**src/rtl/rotation_scheduler.sv**
```systemverilog
// Round-robin sequencer in front of the shared rotation engine: accepts one
// angle job from two channels, snapshots the config, runs it with a timeout guard.
module rotation_scheduler #(
    parameter int ANGLE_W = 14,
    parameter int OUT_W   = 8,
    parameter int TIMEOUT = 64
) (
    input  logic               clk,
    input  logic               rst_n,
    input  logic [1:0]         req_valid,
    output logic [1:0]         req_ready,
    input  logic [ANGLE_W-1:0] req_angle0,
    input  logic [ANGLE_W-1:0] req_angle1,
    input  logic [ANGLE_W-1:0] cfg_r_fixed,
    input  logic [3:0]         cfg_adder,
    input  logic [4:0]         cfg_error,
    output logic               eng_start,
    output logic [ANGLE_W-1:0] eng_angle,
    output logic [ANGLE_W-1:0] eng_r_fixed,
    output logic [3:0]         eng_adder,
    output logic [4:0]         eng_error,
    input  logic               eng_done,
    input  logic [OUT_W-1:0]   eng_cord,
    output logic               res_valid,
    input  logic               res_ready,
    output logic               res_id,
    output logic [OUT_W-1:0]   res_cord,
    output logic               res_err,
    output logic               timeout_err,
    output logic               busy
);

    localparam int CNT_W = $clog2(TIMEOUT) + 1;

    typedef enum logic [1:0] {IDLE, ISSUE, WAIT, RESP} state_t;

    state_t           state;
    state_t           state_next;
    logic             last_grant;
    logic             grant_id;
    logic             accept;
    logic             wait_timeout;
    logic [CNT_W-1:0] wait_cnt;

    // Both valid: the channel that did not win last time gets the grant.
    always_comb begin
        grant_id  = 1'b0;
        req_ready = 2'b00;
        case (req_valid)
            2'b10:   grant_id = 1'b1;
            2'b11:   grant_id = ~last_grant;
            default: grant_id = 1'b0;
        endcase
        if (state == IDLE && rst_n && req_valid != 2'b00)
            req_ready = grant_id ? 2'b10 : 2'b01;
    end

    assign accept       = |req_ready;
    assign wait_timeout = (wait_cnt == CNT_W'(TIMEOUT - 1));
    assign eng_start    = (state == ISSUE) && rst_n;
    assign res_valid    = (state == RESP);
    assign busy         = (state != IDLE);

    always_ff @(posedge clk) begin
        if (!rst_n)
            state <= IDLE;
        else
            state <= state_next;
    end

    always_comb begin
        state_next = state;
        case (state)
            IDLE:  if (accept) state_next = ISSUE;
            ISSUE: state_next = WAIT;
            WAIT:  if (eng_done || wait_timeout) state_next = RESP;
            RESP:  if (res_ready) state_next = IDLE;
            default: state_next = IDLE;
        endcase
    end

    // A completion on the final wait cycle takes priority over the abort.
    always_ff @(posedge clk) begin
        if (!rst_n) begin
            last_grant  <= 1'b1;
            eng_angle   <= '0;
            eng_r_fixed <= '0;
            eng_adder   <= '0;
            eng_error   <= '0;
            res_id      <= 1'b0;
            res_cord    <= '0;
            res_err     <= 1'b0;
            timeout_err <= 1'b0;
            wait_cnt    <= '0;
        end else begin
            if (accept) begin
                eng_angle   <= grant_id ? req_angle1 : req_angle0;
                eng_r_fixed <= cfg_r_fixed;
                eng_adder   <= cfg_adder;
                eng_error   <= cfg_error;
                res_id      <= grant_id;
                last_grant  <= grant_id;
            end
            case (state)
                ISSUE: wait_cnt <= '0;
                WAIT: begin
                    wait_cnt <= wait_cnt + CNT_W'(1);
                    if (eng_done) begin
                        res_cord <= eng_cord;
                        res_err  <= 1'b0;
                    end else if (wait_timeout) begin
                        res_cord    <= '0;
                        res_err     <= 1'b1;
                        timeout_err <= 1'b1;
                    end
                end
                default: ;
            endcase
        end
    end

endmodule

```
**config.mk**
```make
export PLATFORM = sky130hd
export DESIGN_NAME = rotation_scheduler
export DESIGN_NICKNAME = d
export VERILOG_FILES = /design/src/rtl/rotation_scheduler.sv
export SDC_FILE = /design/constraint.sdc
export NUM_CORES = 1
export LEC_CHECK = 0
export ABC_CLOCK_PERIOD_IN_PS = 2450
export CAP_MARGIN = 20
export CORE_MARGIN = 1.5
export CORE_UTILIZATION = 30
export CTS_CLUSTER_SIZE = 16
export DETAILED_ROUTE_END_ITERATION = 10
export GPL_ROUTABILITY_DRIVEN = 0
export GPL_TIMING_DRIVEN = 0
export SLEW_MARGIN = 20
export SYNTH_ARGS = -nofsm -noshare
export SYNTH_HDL_FRONTEND = slang
export SYNTH_SLANG_ARGS = --single-unit
```
**constraint.sdc**
```tcl
create_clock -name clk -period 2.45 [get_ports clk]
set_input_delay 0.245 -clock clk [delete_from_list [all_inputs] [get_ports clk]]
set_output_delay 0.245 -clock clk [all_outputs]
set_load 0.02 [all_outputs]
```
==> flow_summary.json <==
{
  "status": "completed",
  "row_count": 31,
  "netlist_instances": 258,
  "cts-htree-levels": 3,
  "tns_ns": 0,
  "cp-end-kind": "output pin",
  "avgSynthCellArea_sq_um": 8.95,
  "die-area_sq_um": 8230,
  "total_leakage_power_nw": 1.46,
  "coreArea_sq_um": 7370,
  "p_switching_w": 0.00124,
  "dp_hpwl_um": 4760,
  "clockBufferDepth": 2,
  "drt_first_iter_violations": 116,
  "synth_top_family_by_area": "compound AO/OA/AOI/OAI gates",
  "grt-ovfl-total": 0,
  "cp_max_fo": 10,
  "setup_viol": 0,
  "fp.dieW_um": 90.7,
  "skew_ns": 0.00748,
  "viasPerCell": 4.72,
  "synth_area_leader_cell": "dfxtp_1",
  "grt_pass1_wl_um": 10500,
  "path_buf_inv": 3,
  "numCtsBuffers": 9,
  "finalNonFillerCells": 490,
  "ys_ff_latch": 58,
  "cp.required_ns": 2.20,
  "tightest_slew_ns": 0.748,
  "worstPathCellList": "inv_1 > ha_1 > nand3_1 > a21oi_4 > clkbuf_4 > dlygate4sd2_1",
  "drive_above_1_share_pct": 6.39,
  "drc": 0,
  "drv_cap": 0,
  "layout_commonest_cell": "clkdlybuf4s50_1",
  "cpPeakStageDelay_ns": 0.35,
  "p_int_w": 0.00245,
  "synthMuxAreaShare_pct": 1.30,
  "synth.yosys.seq_area_share_pct": 50.3,
  "fmax_ghz": 0.432,
  "clk_pin_slew_worst_paths_ns": 0.07,
  "start_kind": "flip-flop",
  "synth.area.top_cells": "dfxtp_1, nand2_1, a21boi_0",
  "cts_hold_buf": 0,
  "yosys_warnings": 0,
  "io_pins": 118,
  "synth_compound_area_share_pct": 20.2,
  "p_per_area_nw_per_um2": 950,
  "wl_met2_um": 2890,
  "vdd_drop_max_uv": 273,
  "switching_share_pct": 33.6,
  "wl_met3_um": 622,
  "highest_layer": "met4",
  "grt_pass1_vias": 2140,
  "final_cell_mix": "clkdlybuf4s50_1, nand2_1, dfxtp_1",
  "postCtsSetupRepairBufs": 0,
  "antenna_found_initial": 0,
  "fin_crit_sh_pct": 94.4,
  "drtPass1Iterations": 4,
  "fin_nets": 457,
  "drv_slew": 0,
  "pwr-share-clk_pct": 30.1,
  "drt-total-wl_um": 6610,
  "power_frac_comb_pct": 37.0,
  "vias": 2314,
  "synth_top_cell_area_share_pct": 50.3,
  "grt_max_degree": 11,
  "relSlewSlack_pct": 49.8,
  "initial_utilization_pct": 31.3,
  "synth_area_sq_um": 2310,
  "critPathKind": "flip-flop to output pin",
  "post-place-cells": 474,
  "cp_top_family": "buffers and inverters",
  "wl_per_cell_um": 13.5,
  "synthAdderAreaFrac_pct": 3.25,
  "worstPathArrival_ns": 2.07,
  "root_buffer": "clkbuf_8",
  "diodes": 0,
  "rsz0062_at_grt": "no",
  "worst_skew_pair.late_latency_ns": 0.34,
  "final_hold_viol_count": 0,
  "syn_nets": 329,
  "io_buffers": 117,
  "cts_tree": "yes",
  "synthSimpleGateAreaFrac_pct": 20.1,
  "syn2layout_area_growth_pct": 68.3,
  "grt_usage_pct": 16.0,
  "seq_power_share_pct": 32.9,
  "finish.utilization_pct": 52.7,
  "synth-xor-area-share_pct": 1.52,
  "finalCriticalPeriod_ns": 2.31,
  "cts.repair.resized": 12,
  "die_h_um": 90.7,
  "yosys.cell_types.count": 29,
  "cpMaxStageDelayCell": "dfxtp_1",
  "drt-met1-wl_um": 3000,
  "cts.sinks": 58,
  "hold_class": "input pin to flip-flop",
  "ant_nets": 0
}
routing by layer:
metal	global-route usage [%]	vias to the layer above
met1	20.9	1053
met3	5.05	9
li1	-	1161
met2	23.7	91
met4	7.94	0
met5	0	-
sequential cells by signal, summed over array words and instances, names as in the netlist:
name	flops
res_cord	8
eng_error	5
res_id	1
eng_r_fixed	14
state	2
wait_cnt	7
res_err	1
timeout_err	1
eng_adder	4
last_grant	1
eng_angle	14
cells in the mapped netlist:
master / instances
dfxtp_1: 58
o21ai_1: 2
and2_1: 2
clkbuf_1: 14
inv_1: 6
o21a_1: 2
xnor2_1: 1
mux2i_1: 3
nor2b_1: 15
or3_1: 1
o21ai_0: 4
o22ai_1: 8
nand3_1: 2
buf_1: 1
a222oi_1: 15
ha_1: 6
nand4_2: 1
xor2_1: 3
a31oi_1: 1
nor3b_1: 1
nand4_1: 2
o211ai_1: 1
a21oi_1: 5
nand2_1: 70
a31o_2: 1
a21boi_0: 23
or3b_1: 1
or3_2: 1
nor2_1: 8
metrics by stage:
stage / total power, W / worst slack [ns] / hold WS, ns / instance area, sq um
finish: 0.00369 / 0.138 / 0.457 / 3890
global route: 0.00390 / 0.000631 / 0.470 / 3890
CTS: 0.00373 / 0.136 / 0.447 / 3890
detailed placement: 0.00260 / -0.277 / 0.458 / 3600
global placement: 0.00259 / -0.280 / 0.451 / 3600
floorplan: 0.00198 / 0.620 / 0.390 / 2310
worst paths after layout:
kind / start / to / slack, ns / depth (start not counted)
setup / recovery: state[0] / req_ready[0] / 0.14 / 6
hold / removal: cfg_r_fixed[6] / eng_r_fixed[6] / 0.46 / 3
setup reg to reg: state[0] / eng_adder[2] / 0.45 / 6
hold reg to reg: eng_error[4] / eng_error[4] / 0.46 / 2
worst register-to-register path, stage by stage, from the launching register on:
cell and delay (ns):
dfxtp_1 0.39, inv_1 0.10, ha_1 0.27, o21ai_1 0.43, clkbuf_1 0.45, nand2_1 0.09, a21boi_0 0.20
cell families after synthesis:
family | Yosys count
fa+ha+maj | 6
xor+xnor | 4
buf+inv | 21
compound gates | 62
simple gates | 104
flops | 58
mux | 3
area by class of cell:
type	count	area (sq um)
plain buffers	15	66.3
clock buffers	11	151
clock inverters	5	100
fillers	722	3480
inverters	6	22.5
multi-input cells	179	1090
flip-flops and latches	58	1160
well taps	99	124
repair buffers	117	1170
power by group through the flow:
stage                     Sequential, W  Clock [W]  Combinational, W
final                           0.00122    0.00111           0.00137
after floorplan                 0.00140          0          0.000581
after detailed placement        0.00123          0           0.00137
after CTS                       0.00122    0.00113           0.00138
after global routing            0.00124    0.00117           0.00149
after global placement          0.00123          0           0.00136
No activity file was read; power rests on OpenSTA's default activity.
